===== config.mk =====
export PLATFORM = sky130hd
export DESIGN_NAME = quad_input_filter_flat
export DESIGN_NICKNAME = d
export VERILOG_FILES = /design/src/rtl/quad_input_filter_if.sv /design/src/rtl/quad_input_filter.sv /design/src/flat_wrapper.sv
export SDC_FILE = /design/constraint.sdc
export NUM_CORES = 1
export LEC_CHECK = 0
export ABC_AREA = 1
export CAP_MARGIN = 20
export CORE_MARGIN = 4
export CORE_UTILIZATION = 45
export DETAILED_ROUTE_END_ITERATION = 6
export PLACE_DENSITY_LB_ADDON = 0.3
export SLEW_MARGIN = 20
export SYNTH_ARGS = -nofsm -noshare
export SYNTH_HDL_FRONTEND = slang
export SYNTH_SLANG_ARGS = --single-unit

===== constraint.sdc =====
create_clock -name clk -period 4.15 [get_ports clk]
set_input_delay 0.83 -clock clk [delete_from_list [all_inputs] [get_ports clk]]
set_output_delay 0.83 -clock clk [all_outputs]
set_load 0.02 [all_outputs]

===== src/rtl/quad_input_filter_if.sv =====
// Bus bundle for quad_input_filter: raw encoder pins and filter length in,
// filtered levels and error status out.
interface quad_input_filter_if #(
  parameter int NCH    = 4,
  parameter int FILT_W = 4
);
  logic [NCH-1:0]    quadA_in;
  logic [NCH-1:0]    quadB_in;
  logic [NCH-1:0]    quadZ_in;
  logic [FILT_W-1:0] filt_len;
  logic [NCH-1:0]    err_clr;
  logic [NCH-1:0]    quadA;
  logic [NCH-1:0]    quadB;
  logic [NCH-1:0]    quadZ;
  logic [NCH-1:0]    err;
  logic [8*NCH-1:0]  err_count;

  modport master (
    output quadA_in, quadB_in, quadZ_in, filt_len, err_clr,
    input  quadA, quadB, quadZ, err, err_count
  );

  modport slave (
    input  quadA_in, quadB_in, quadZ_in, filt_len, err_clr,
    output quadA, quadB, quadZ, err, err_count
  );
endinterface


===== src/rtl/quad_input_filter.sv =====
// quad_input_filter: per-pin 2-flop synchronizer plus stability-window
// glitch filter for NCH A/B/Z encoder channels, with sticky illegal
// quadrature transition flags. Optional feature macro QUAD_ERR_COUNT_EN
// adds per-channel 8-bit saturating illegal-event counters; without it
// err_count is tied to zero.

// One filtered pin: synchronizer, stability counter, filtered level.
module quad_filt_bit #(
  parameter int FILT_W = 4
) (
  input  logic              clk,
  input  logic              reset,
  input  logic              load,
  input  logic              run,
  input  logic [FILT_W-1:0] filt_len,
  input  logic              din,
  output logic              sync,
  output logic              dout
);
  logic              s1, s2;
  logic [FILT_W-1:0] cnt;

  assign sync = s2;

  // Synchronize, then accept a new level only after filt_len+1 agreeing samples
  always_ff @(posedge clk or posedge reset) begin
    if (reset) begin
      s1   <= 1'b0;
      s2   <= 1'b0;
      cnt  <= '0;
      dout <= 1'b0;
    end else begin
      s1 <= din;
      s2 <= s1;
      if (load) begin
        dout <= s2;
        cnt  <= '0;
      end else if (run) begin
        if (s2 == dout) begin
          cnt <= '0;
        end else if (cnt >= filt_len) begin
          dout <= s2;
          cnt  <= '0;
        end else begin
          cnt <= cnt + 1'b1;
        end
      end
    end
  end
endmodule

module quad_input_filter #(
  parameter int NCH    = 4,
  parameter int FILT_W = 4
) (
  input  logic                clk,
  input  logic                reset,
  quad_input_filter_if.slave  bus
);
  typedef enum logic [1:0] {INIT0, INIT1, LOAD, RUN} state_t;

  state_t state, state_nxt;
  logic   load, run;

  logic [3*NCH-1:0] raw, sync, filt;
  logic [NCH-1:0]   a_d, b_d, illegal;
  logic             unused_sync_z;

  // Startup sequencer register
  always_ff @(posedge clk or posedge reset) begin
    if (reset) state <= INIT0;
    else       state <= state_nxt;
  end

  // Startup sequencer next state; RUN is absorbing
  always_comb begin
    state_nxt = state;
    load      = 1'b0;
    run       = 1'b0;
    case (state)
      INIT0:   state_nxt = INIT1;
      INIT1:   state_nxt = LOAD;
      LOAD:    begin state_nxt = RUN; load = 1'b1; end
      RUN:     run = 1'b1;
      default: state_nxt = INIT0;
    endcase
  end

  assign raw = {bus.quadZ_in, bus.quadB_in, bus.quadA_in};

  quad_filt_bit #(.FILT_W(FILT_W)) u_bit [3*NCH-1:0] (
    .clk      (clk),
    .reset    (reset),
    .load     (load),
    .run      (run),
    .filt_len (bus.filt_len),
    .din      (raw),
    .sync     (sync),
    .dout     (filt)
  );

  assign bus.quadA   = filt[NCH-1:0];
  assign bus.quadB   = filt[2*NCH-1:NCH];
  assign bus.quadZ   = filt[3*NCH-1:2*NCH];
  // Z is filtered but never checked for illegal transitions
  assign unused_sync_z = ^sync[3*NCH-1:2*NCH];

  assign illegal = {NCH{run}} & (bus.quadA ^ a_d) & (bus.quadB ^ b_d);

  // Delayed filtered A/B; seeded from the synchronizer on LOAD so the
  // initial encoder state never looks like a transition
  always_ff @(posedge clk or posedge reset) begin
    if (reset) begin
      a_d <= '0;
      b_d <= '0;
    end else if (load) begin
      a_d <= sync[NCH-1:0];
      b_d <= sync[2*NCH-1:NCH];
    end else if (run) begin
      a_d <= bus.quadA;
      b_d <= bus.quadB;
    end
  end

  // Sticky error flags; a new illegal event beats a same-edge clear
  always_ff @(posedge clk or posedge reset) begin
    if (reset) bus.err <= '0;
    else       bus.err <= illegal | (bus.err & ~bus.err_clr);
  end

`ifdef QUAD_ERR_COUNT_EN
  for (genvar n = 0; n < NCH; n++) begin : g_cnt
    logic [7:0] ecnt;

    // Saturating event counter; clear with a same-edge event lands on 1
    always_ff @(posedge clk or posedge reset) begin
      if (reset)                             ecnt <= 8'd0;
      else if (bus.err_clr[n])               ecnt <= illegal[n] ? 8'd1 : 8'd0;
      else if (illegal[n] && ecnt != 8'hFF)  ecnt <= ecnt + 8'd1;
    end

    assign bus.err_count[8*n +: 8] = ecnt;
  end
`else
  assign bus.err_count = '0;
`endif
endmodule


===== src/flat_wrapper.sv =====
// flat-port wrapper written by rule: the top's interface ports become plain ports
module quad_input_filter_flat 
#(
  parameter int NCH    = 4,
  parameter int FILT_W = 4
)
  (clk, reset, bus_quadA_in, bus_quadB_in, bus_quadZ_in, bus_filt_len, bus_err_clr, bus_quadA, bus_quadB, bus_quadZ, bus_err, bus_err_count);
  quad_input_filter_if #(.NCH(NCH), .FILT_W(FILT_W)) bus_i ();
  input  logic clk;
  input  logic reset;
  input wire logic [$bits(bus_i.quadA_in)-1:0] bus_quadA_in;
  input wire logic [$bits(bus_i.quadB_in)-1:0] bus_quadB_in;
  input wire logic [$bits(bus_i.quadZ_in)-1:0] bus_quadZ_in;
  input wire logic [$bits(bus_i.filt_len)-1:0] bus_filt_len;
  input wire logic [$bits(bus_i.err_clr)-1:0] bus_err_clr;
  output wire logic [$bits(bus_i.quadA)-1:0] bus_quadA;
  output wire logic [$bits(bus_i.quadB)-1:0] bus_quadB;
  output wire logic [$bits(bus_i.quadZ)-1:0] bus_quadZ;
  output wire logic [$bits(bus_i.err)-1:0] bus_err;
  output wire logic [$bits(bus_i.err_count)-1:0] bus_err_count;
  assign bus_i.quadA_in = bus_quadA_in;
  assign bus_i.quadB_in = bus_quadB_in;
  assign bus_i.quadZ_in = bus_quadZ_in;
  assign bus_i.filt_len = bus_filt_len;
  assign bus_i.err_clr = bus_err_clr;
  assign bus_quadA = bus_i.quadA;
  assign bus_quadB = bus_i.quadB;
  assign bus_quadZ = bus_i.quadZ;
  assign bus_err = bus_i.err;
  assign bus_err_count = bus_i.err_count;
  quad_input_filter #(.NCH(NCH), .FILT_W(FILT_W)) u_core (.clk(clk), .reset(reset), .bus(bus_i));
endmodule

# Word level (Yosys, flattened, before mapping)
# Cells that the tools add are included.
[classes] muxes=103 eq_ne=27 bitwise=7 reduce_logical=27 order_cmp=12 add_sub_neg=12
[op_table] operator="$mux W4" n=52
[op_table] operator="$mux W1" n=50
[op_table] operator="$add A4 B1 Y4 const B" n=12
[op_table] operator="$ge A4 B4 Y1" n=12
[op_table] operator="$reduce_and A3 Y1" n=12
[op_table] operator="$reduce_bool A2 Y1" n=13
[op_table] operator="$ne A2 B1 Y1 const B" n=12
[op_table] operator="$and A4 B4 Y4" n=3
[op_table] operator="$eq A1 B1 Y1" n=12
[op_table] operator="$xor A4 B4 Y4" n=2
[op_table] operator="$pmux W2 S3" n=1
[op_table] operator="$eq A2 B2 Y1 const B" n=2
[op_table] operator="$not A4 Y4" n=1
[op_table] operator="$or A4 B4 Y4" n=1
[op_table] operator="$reduce_bool A3 Y1" n=1
[op_table] operator="$eq A2 B1 Y1 const B" n=1
[op_table] operator="$logic_not A2 Y1" n=1
[totals] reg_bits=98 output_inout_bits=48 wordCells=240 input_bits=22

# Depth between registers and ports, before layout
# Gate-level depths: netlist (run 1).
[depth] depth_word=5 mapped_depth=11 ltp_nobuf=11

# Hierarchy
# Synthesis (run 1) repeated with hierarchy kept, for this count alone.
[unflattened] hier_cells=856 area_unflattened_um2=6518.8
[modules_own_cells] mod="quad_filt_bit" area_per_inst_um2=457.9 seq_area_each_um2=175.2 n_inst=12 cells_each=60
[modules_own_cells] mod="quad_input_filter" area_per_inst_um2=1023.5 seq_area_each_um2=350.3 n_inst=1 cells_each=136

# Worst setup path before layout (run 1)
# No wires, ideal clock.
[synth_timing] path_kind="input to register" start="in bus_filt_len[3]" end="reg u_core.u_bit[0].cnt[0]" slack_ns=2.168 arrival_time_ns=1.918 path_stages=7 required_time_ns=4.085 setup_time_ns=0.065 path_buffers=0 path_cell_list="inv_1 ha_1 a21oi_1 nand3_1 nor2_1 nand3_1 nand2_1"
[synth_via] elab_chain_cells=5
[synth_rtl] element="start, declared" line="flat_wrapper.sv:14" source="input wire logic [$bits(bus_i.filt_len)-1:0] bus_filt_len;"
[synth_rtl] element="$ge A4 B4 Y1" line="quad_input_filter.sv:41" source="end else if (cnt >= filt_len) begin"
[synth_rtl] element="$mux W4" line="quad_input_filter.sv:41"
[synth_rtl] element="$mux W4" line="quad_input_filter.sv:39" source="if (s2 == dout) begin"
[synth_rtl] element="$mux W4" line="quad_input_filter.sv:38" source="end else if (run) begin"
[synth_rtl] element="$mux W4" line="quad_input_filter.sv:35" source="if (load) begin"
[synth_rtl] element="end signal, assigned" line="quad_input_filter.sv:45" source="cnt <= cnt + 1'b1;"
[synth_rtl] element="end, declared" line="quad_input_filter.sv:21" source="logic [FILT_W-1:0] cnt;"
# No other way between the ends. The select of a mux whose other input is x is not followed.
# A chain may end at the register's enable or synchronous reset.

# Final worst setup path (run 1)
[layout_timing] start="in bus_filt_len[0]" end="reg u_core.u_bit[2].cnt[1]"
[layout_via] elab_chain_cells=5
[layout_rtl] element="$ge A4 B4 Y1" line="quad_input_filter.sv:41"
[layout_rtl] element="$mux W4" line="quad_input_filter.sv:41"
[layout_rtl] element="$mux W4" line="quad_input_filter.sv:39"
[layout_rtl] element="$mux W4" line="quad_input_filter.sv:38"
[layout_rtl] element="$mux W4" line="quad_input_filter.sv:35"
[layout_rtl] element="end signal, assigned" line="quad_input_filter.sv:45"
[layout_rtl] element="end, declared" line="quad_input_filter.sv:21"
# No other way between the ends. The select of a mux whose other input is x is not followed.

==> results of run 1 <==
==> area by class of cell <==
cell class,count,area (um^2)
clock buffers,11,242.7
inverters,112,422.9
flip-flops and latches,98,2452
fillers,1305,6501
well taps,176,220.2
repair buffers,42,407.9
clock inverters,5,77.57
multi-input cells,561,3023
==> where the power goes <==
part	switching, mW	internal [mW]
Sequential	0.289	1.21
Clock	0.360	0.543
Combinational	0.820	0.620
==> routing by layer <==
metal / vias to the layer above / track usage
li1: 2533 / -
met1: 2224 / 0.2204
met3: 15 / 0.02388
met2: 80 / 0.2699
met4: 0 / 0.06952
met5: - / 0
==> stage by stage <==
stage	cells	cell area, um^2	util
2_1_floorplan	830	6319	-
3_3_place_gp	989	6526	0.4889
3_5_place_dp	989	6526	0.4889
4_1_cts	1005	6847	0.5129
5_1_grt	1005	6847	0.5129
6_report	1005	6847	0.5129
==> critical path, cell delays in order <==
cell             delay (ns)
clkdlybuf4s50_1        0.91
ha_1                   0.34
o21ai_0                0.16
nand2_1                0.06
nand2_1                0.08
nand2_1                0.08
nor2_1                 0.14
nand2_1                0.07
nand2_1                0.06
==> state kept, by name, summed over array words and instances (netlist names) <==
register	cells
u_core.bus.err	4
u_core.u_bit.s1	12
u_core.state	2
u_core.u_bit.dout	12
u_core.u_bit.cnt	48
u_core.u_bit.sync	12
u_core.a_d	4
u_core.b_d	4
==> synth_stat cells <==
cell | n | share of area
a21oi_1 | 51 | 0.041
a22oi_1 | 1 | 0.0012
buf_2 | 11 | 0.0089
buf_4 | 46 | 0.056
buf_6 | 2 | 0.0036
conb_1 | 1 | 0.00060
dfrtp_1 | 98 | 0.40
ha_1 | 64 | 0.13
inv_1 | 111 | 0.067
inv_2 | 1 | 0.00060
nand2_1 | 220 | 0.13
nand2_2 | 1 | 0.0010
nand3_1 | 58 | 0.047
nand4_1 | 15 | 0.015
nor2_1 | 53 | 0.032
nor2_2 | 1 | 0.0010
nor2_4 | 2 | 0.0036
o211ai_1 | 3 | 0.0036
o21ai_0 | 31 | 0.025
o21ai_1 | 3 | 0.0024
o22ai_1 | 10 | 0.010
or2_4 | 1 | 0.0014
xnor2_1 | 7 | 0.0099
xor2_1 | 8 | 0.011
==> worst min-delay path by stage <==
| stage | start | endpoint | cells after the start |
|---|---|---|---|
| 3_3_place_gp | u_core.u_bit[9].s1 | u_core.u_bit[9].sync | 0 |
| 6_report | u_core.u_bit[5].s1 | u_core.u_bit[5].sync | 0 |
| 5_1_grt | u_core.u_bit[5].s1 | u_core.u_bit[5].sync | 0 |
| 2_1_floorplan | u_core.u_bit[0].s1 | u_core.u_bit[0].sync | 0 |
| 3_5_place_dp | u_core.u_bit[5].s1 | u_core.u_bit[5].sync | 0 |
| 4_1_cts | u_core.u_bit[5].s1 | u_core.u_bit[5].sync | 0 |
==> cells by family (layout without fill, tap and decap cells) <==
family | Yosys count | in the layout | share of synthesized area
AO/OA/AOI/OAI | 99 | 99 | 0.08352
XOR/XNOR | 15 | 15 | 0.02118
adder cells (fa/ha/maj) | 64 | 64 | 0.1291
buffers and inverters | 171 | 170 | 0.1360
flip-flops | 98 | 98 | 0.3954
other | 1 | 32 | 0.0006046
AND/OR/NAND/NOR | 351 | 351 | 0.2342
==> results.py, run 1 <==
metrics = {
    "sta": {
        "finalHoldViolations": 0,
        "finalSetupTns_ns": 0,
        "rsz0062_at_grt": "false",
        "period_minus_slack_ns": 2.458,
        "setup_viol": 0,
        "finalCritPeriodShare": 0.5922,
        "layout_setup_ws_ns": 1.692,
        "relSlewSlack": 0.4846,
        "finalClockSkew_ns": 0.006283,
        "clock.fmax_mhz": 406.9,
        "worstMarginPinSlew_ns": 0.7719,
        "worst_hold_slack_ns": 0.3488,
        "finalMaxSlewViolations": 0,
    },
    "clock_network": {
        "clock_latency_ns": 0.35,
        "clockRootBuffer": "clkbuf_16",
        "post-cts-setup-buffers": 0,
        "cts_sinks": 98,
        "clk_pin_slew_ns": 0.07,
        "cts_buffer_depth": 2,
        "numCtsBuffers": 9,
        "cts_resized": 0,
        "hold_buffers": 0,
        "cts_tree": "yes",
        "htree_levels": 3,
    },
    "critical_path": {
        "critical_path.max_fanout": 12,
        "worstRegToRegCells": 11,
        "worstSetupPathType": "in2reg",
        "r2r-start": "u_core.state[0]",
        "cp-endpoint": "u_core.u_bit[2].cnt[1]",
        "setup.worst_path.start": "bus_filt_len[0]",
        "crit_path_start_kind": "input pin",
        "cp_data_required_time_ns": 4.44,
        "r2r_slack_ns": 1.90,
        "r2r_end": "u_core.u_bit[2].cnt[1]",
        "endpoint_kind": "flop",
        "crit_arrival_ns": 2.74,
    },
    "pwr": {
        "p_leak_nw": 3.788,
        "power_density_nw_per_um2": 560.5,
        "power_mw": 3.838,
        "ir_worst_vdd_mv": 0.2198,
    },
    "yosys": {
        "synth_cells": 799,
        "ys_types": 24,
        "avgSynthCellArea_um2": 7.762,
        "ys_seq_area_frac": 0.3954,
        "ys_seq_elements": 98,
        "syn-cell-area_um2": 6202,
        "yosysWarnings": 0,
    },
    "global_route": {
        "grt_pass1_wl_um": 21410,
        "grt-ovfl-total": 0,
        "track_usage": 0.1652,
        "grt_pass1_vias": 4580,
        "antenna_found_initial": 0,
        "grt_max_degree": 53,
    },
    "run_status": {
        "status": "complete, no violations",
    },
    "layout": {
        "area_growth_pct": 10.39,
        "final_cell_mix": "220 x nand2_1, 110 x inv_1, 98 x dfrtp_1",
        "final_common_cell": "nand2_1",
        "drive_gt1_frac": 0.03257,
        "fin_nets": 910,
        "antenna_cells": 0,
    },
    "routing": {
        "dr.pass1.iters": 4,
        "drt_iter0_drc": 307,
        "drtAntennaViolNets": 0,
        "num_vias": 4852,
        "routed_wl_um": 12490,
        "routed.top_layer": "met4",
        "dr_wl_met3_um": 400,
        "via_per_inst": 4.828,
        "wl_per_cell_um": 12.43,
        "route.detailed.drc": 0,
        "m1WireLength_um": 6144,
        "wl_met2_um": 5692,
    },
    "hold_path": {
        "worstHoldPathType": "reg2reg",
    },
    "die": {
        "core_um2": 13350,
        "start_util": 0.4647,
        "die_y_um": 125.4,
        "ios": 70,
        "die_area_um2": 15730,
        "num_rows": 42,
        "die_x_um": 125.4,
    },
    "placed_design": {
        "portBuffers": 37,
        "gp_congestion": 0.8170,
        "dp_hpwl_um": 8511,
        "dp_slack_ns": 1.274,
    },
    "flow_run": {
        "maxCapViolCount": 0,
    },
}
(Power assumes the default switching activity.)
==> run 2, diff against run 1 <==
clock period = 2.5 ns   (was 4.15 ns; I/O delays follow)
==> results.py, run 2 (same netlist as run 1, synthesis figures left out) <==
metrics = {
    "layout": {
        "layoutNonFillerInstCount": 1010,
        "final_cell_mix": "220 x nand2_1, 110 x inv_1, 98 x dfrtp_1",
        "antenna_cells": 0,
        "seqCellArea_um2": 2452,
        "final_common_cell": "nand2_1",
        "multi_input_area_um2": 3023,
        "largest_register_ffs": 48,
        "fillers": 1276,
        "drive_gt1_frac": 0.03717,
        "regMostFlops": "u_core.u_bit.cnt",
        "area_growth_pct": 11.20,
        "fin_nets": 916,
    },
    "placed_design": {
        "gp_congestion": 0.8225,
        "dp_slack_ns": 0.03324,
        "portBuffers": 37,
        "dp_cells": 995,
        "dp_hpwl_um": 8311,
    },
    "pwr": {
        "power_density_nw_per_um2": 905.1,
        "p_leak_nw": 3.811,
        "ir_worst_vdd_mv": 0.4623,
        "power_mw": 6.242,
    },
    "critical_path": {
        "endpoint_kind": "flop",
        "crit_cells": 8,
        "slowest_delay_ns": 0.45,
        "cp_data_required_time_ns": 2.79,
        "crit_path_start_kind": "input pin",
        "crit_arrival_ns": 2.40,
        "critical_path.max_fanout": 12,
        "path_cells": "clkdlybuf4s50_1, inv_1, ha_1, a21oi_1, nand3_1, nor2_1, nand3_1, nand2_1",
        "cpLargestDelayFamily": "buffers and inverters",
        "worstRegToRegCells": 8,
        "worstSetupPathType": "in2reg",
        "r2r_slack_ns": 0.60,
        "worst-path-buf-inv": 2,
        "cpMostUsedCell": "nand3_1",
        "r2r_end": "u_core.u_bit[0].dout",
        "r2r-start": "u_core.state[0]",
        "slowest_stage": "inv_1",
    },
    "clock_network": {
        "cts_tree": "yes",
        "cts_resized": 0,
        "post-cts-setup-buffers": 0,
        "hold_buffers": 0,
        "clockRootBuffer": "clkbuf_16",
        "htree_levels": 3,
        "cts_sinks": 98,
        "numCtsBuffers": 9,
        "cts_buffer_depth": 2,
        "clock_latency_ns": 0.35,
        "clk_pin_slew_ns": 0.06,
    },
    "sta": {
        "setup_viol": 0,
        "relSlewSlack": 0.5674,
        "period_minus_slack_ns": 2.109,
        "finalCritPeriodShare": 0.8437,
        "finalMaxSlewViolations": 0,
        "worstMarginPinSlew_ns": 0.6482,
        "worst_hold_slack_ns": 0.3470,
        "finalHoldViolations": 0,
        "finalSetupTns_ns": 0,
        "layout_setup_ws_ns": 0.3908,
        "clock.fmax_mhz": 474.1,
        "rsz0062_at_grt": "false",
        "finalClockSkew_ns": 0.006120,
    },
    "hold_path": {
        "min_path_cells": 0,
        "worstHoldPathType": "reg2reg",
        "hold_path_startpoint": "u_core.u_bit[5].s1",
        "min_to": "u_core.u_bit[5].sync",
    },
    "die": {
        "ios": 70,
        "num_rows": 42,
        "die_area_um2": 15730,
        "start_util": 0.4647,
        "die_x_um": 125.4,
        "core_um2": 13350,
        "die_y_um": 125.4,
    },
    "routing": {
        "via_per_inst": 4.780,
        "drt_iter0_drc": 268,
        "route.detailed.drc": 0,
        "drtAntennaViolNets": 0,
        "routed_wl_um": 12200,
        "wl_per_cell_um": 12.08,
        "num_vias": 4828,
        "dr.pass1.iters": 4,
    },
    "global_route": {
        "grt-ovfl-total": 0,
        "met1_usage": 0.2304,
        "grt_pass1_vias": 4632,
        "use_met3": 0.02345,
        "grt_max_degree": 99,
        "track_usage": 0.1664,
        "use_met2": 0.2581,
        "grt_pass1_wl_um": 21650,
        "top_usage_layer": "met2",
        "antenna_found_initial": 0,
    },
    "run_status": {
        "status": "complete, no violations",
    },
    "flow_run": {
        "maxCapViolCount": 0,
    },
}
-- run 2: changes by cell type in the layout (fill, tap and decap cells not counted), sizes merged --
cell,change
buf,+6
clkbuf,+1
bufinv,-1
inv,-1
-- run 2: worst max path at each step --
stage                               start                      to  slack (ns)
after detailed placement  bus_filt_len[3]  u_core.u_bit[0].cnt[1]        0.03
after floorplan                     reset           u_core.a_d[0]        0.84
after global routing      bus_filt_len[3]  u_core.u_bit[0].cnt[1]        0.20
after CTS                 bus_filt_len[3]  u_core.u_bit[6].cnt[1]        0.39
final                     bus_filt_len[3]  u_core.u_bit[6].cnt[1]        0.39
after global placement    bus_filt_len[3]  u_core.u_bit[0].cnt[1]        0.02
-- run 2: layer usage --
metal / vias to the layer above / wire [um] / share of wire
li1: 2538 / - / -
met2: 92 / 5410 / 0.44
met4: 0 / 299 / 0.025
met5: - / 0 / 0
met3: 19 / 530 / 0.043
met1: 2179 / 5955 / 0.49
-- run 2: power by group --
| part | internal [mW] | leakage, nW | switching (mW) |
|---|---|---|---|
| Combinational | 1.04 | 2.44 | 1.36 |
| Sequential | 2.00 | 1.23 | 0.464 |
| Clock | 0.795 | 0.142 | 0.583 |
-- run 2: layout make-up --
| type | instances | area share |
|---|---|---|
| clock inverter | 3 | 0.005806 |
| sequential | 98 | 0.3556 |
| timing repair buffer | 48 | 0.07112 |
| inverter | 112 | 0.06150 |
| clock buffer | 12 | 0.03574 |
| multi-input combinational | 561 | 0.4383 |
| tap | 176 | 0.03193 |
-- run 2: through the flow --
stage	instance area [um^2]	util
finish	6897	0.5167
global route	6897	0.5167
CTS	6897	0.5167
detailed placement	6610	0.4952
global placement	6610	0.4952
floorplan	6322	-
==> run 3, diff against run 2 <==
clock period = 1.9 ns   (was 2.5 ns; I/O delays follow)
==> results.py, run 3 (same netlist as run 1, synthesis figures left out) <==
metrics = {
    "critical_path": {
        "r2r_slack_ns": 0.22,
        "critical_path.max_fanout": 6,
        "worstSetupPathType": "reg2out",
        "r2r-start": "u_core.state[0]",
        "crit_arrival_ns": 1.45,
        "setup.worst_path.start": "u_core.u_bit[2].dout",
        "worstRegToRegCells": 10,
        "worst-path-buf-inv": 1,
        "cpLargestDelayFamily": "buffers and inverters",
        "path_cells": "clkdlybuf4s50_1",
        "crit_path_start_kind": "flop",
        "slowest_stage": "clkdlybuf4s50_1",
        "r2r_end": "u_core.u_bit[3].dout",
        "cp_data_required_time_ns": 1.52,
        "endpoint_kind": "primary output",
        "slowest_delay_ns": 0.65,
    },
    "die": {
        "die_area_um2": 15730,
        "core_um2": 13350,
        "start_util": 0.4647,
        "die_y_um": 125.4,
        "die_x_um": 125.4,
        "num_rows": 42,
        "ios": 70,
    },
    "routing": {
        "m1WireLength_um": 6039,
        "dr_wl_met3_um": 434,
        "via_per_inst": 4.751,
        "route.detailed.drc": 0,
        "drtAntennaViolNets": 0,
        "num_vias": 4865,
        "routed_wl_um": 12400,
        "routed.top_layer": "met4",
        "wl_per_cell_um": 12.11,
        "wl_met2_um": 5729,
        "dr.pass1.iters": 6,
        "drt_iter0_drc": 284,
    },
    "clock_network": {
        "cts_buffer_depth": 2,
        "clockRootBuffer": "clkbuf_16",
        "clock_latency_ns": 0.36,
        "htree_levels": 3,
        "post-cts-setup-buffers": 0,
        "cts_tree": "yes",
        "clk_pin_slew_ns": 0.07,
        "numCtsBuffers": 9,
        "cts_sinks": 98,
        "hold_buffers": 0,
    },
    "pwr": {
        "p_sw_frac": 0.3914,
        "clockPowerShare": 0.228,
        "seq_power_share": 0.391,
        "p_comb_frac": 0.382,
        "switchingPower_mw": 3.246,
        "p_leak_nw": 3.920,
        "power_density_nw_per_um2": 1173,
        "p_int_mw": 5.048,
        "power_mw": 8.294,
        "ir_worst_vdd_mv": 0.5547,
    },
    "sta": {
        "layout_setup_ws_ns": 0.06621,
        "finalHoldViolations": 0,
        "period_minus_slack_ns": 1.834,
        "worst_hold_slack_ns": 0.3425,
        "finalCritPeriodShare": 0.9652,
        "finalMaxSlewViolations": 0,
        "setup_viol": 0,
        "rsz0062_at_grt": "false",
        "finalClockSkew_ns": 0.009503,
        "finalSetupTns_ns": 0,
        "clock.fmax_mhz": 545.3,
    },
    "layout": {
        "final_common_cell": "nand2_1",
        "drive_gt1_frac": 0.05542,
        "antenna_cells": 0,
        "fin_nets": 929,
        "largest_register_ffs": 48,
        "layoutNonFillerInstCount": 1024,
        "fin_area_um2": 7072,
        "area_growth_pct": 14.02,
        "fillers": 1270,
        "final_util": 0.5298,
        "regMostFlops": "u_core.u_bit.cnt",
        "final_cell_mix": "220 x nand2_1, 110 x inv_1, 98 x dfrtp_1",
    },
    "placed_design": {
        "gp_congestion": 0.8056,
        "dp_slack_ns": -0.1761,
        "portBuffers": 37,
        "place_area_um2": 6758,
        "dp_hpwl_um": 8726,
        "dp_cells": 1008,
    },
    "global_route": {
        "grt_pass1_vias": 4608,
        "track_usage": 0.1645,
        "grt_pass1_wl_um": 21460,
        "grt_max_degree": 62,
        "grt-ovfl-total": 0,
        "antenna_found_initial": 0,
    },
    "flow_run": {
        "maxCapViolCount": 0,
    },
    "hold_path": {
        "min_to": "u_core.u_bit[4].sync",
        "hold_path_startpoint": "u_core.u_bit[4].s1",
        "min_path_cells": 0,
        "worstHoldPathType": "reg2reg",
    },
    "run_status": {
        "status": "complete, no violations",
    },
}
[run 3: changes by cell type in the layout (fill, tap and decap cells not counted), sizes merged, moves of 2 or more]
cell / change
clkinvlp: +2
buf: +13
dlymetal6s2s: +3
clkbuf: -2
inv: +2
clkdlybuf4s50: -3
[run 3: timing repair]
action,in CTS,in global routing
setup endpoints to repair,0,4
resized for setup,0,4
endpoints found under the hold margin,0,0
[run 3: layer usage]
layer	vias up	track usage
met2	68	0.2702
met3	15	0.03582
li1	2565	-
met1	2217	0.2184
met5	-	0
met4	0	0.05038
[run 3: layout make-up]
| cell class | instances | area (um^2) | share of cell area |
|---|---|---|---|
| Inverter | 112 | 424.2 | 0.05998 |
| Tap cell | 176 | 220.2 | 0.03114 |
| Sequential cell | 98 | 2452 | 0.3468 |
| Clock buffer | 10 | 229.0 | 0.03238 |
| Timing Repair Buffer | 61 | 645.6 | 0.09130 |
| Multi-Input combinational cell | 561 | 3027 | 0.4280 |
| Clock inverter | 6 | 73.82 | 0.01044 |
[run 3: how the worst max path moves through the flow]
stage | to | slack (ns) | cells past startpoint
2_1_floorplan | u_core.a_d[0] | 0.36 | 1
3_3_place_gp | u_core.u_bit[0].cnt[1] | -0.16 | 9
3_5_place_dp | u_core.u_bit[7].cnt[0] | -0.18 | 9
4_1_cts | bus_quadB[1] | 0.008 | 1
5_1_grt | bus_quadA[2] | 0.006 | 1
6_report | bus_quadA[2] | 0.07 | 1
[run 3: power groups by stage]
stage	Sequential (mW)	Combinational, mW	Clock, mW
floorplan	3.17	2.54	0
global placement	3.27	3.13	0
detailed placement	3.27	3.19	0
CTS	3.24	3.21	1.94
global route	3.35	3.71	2.02
finish	3.24	3.16	1.89
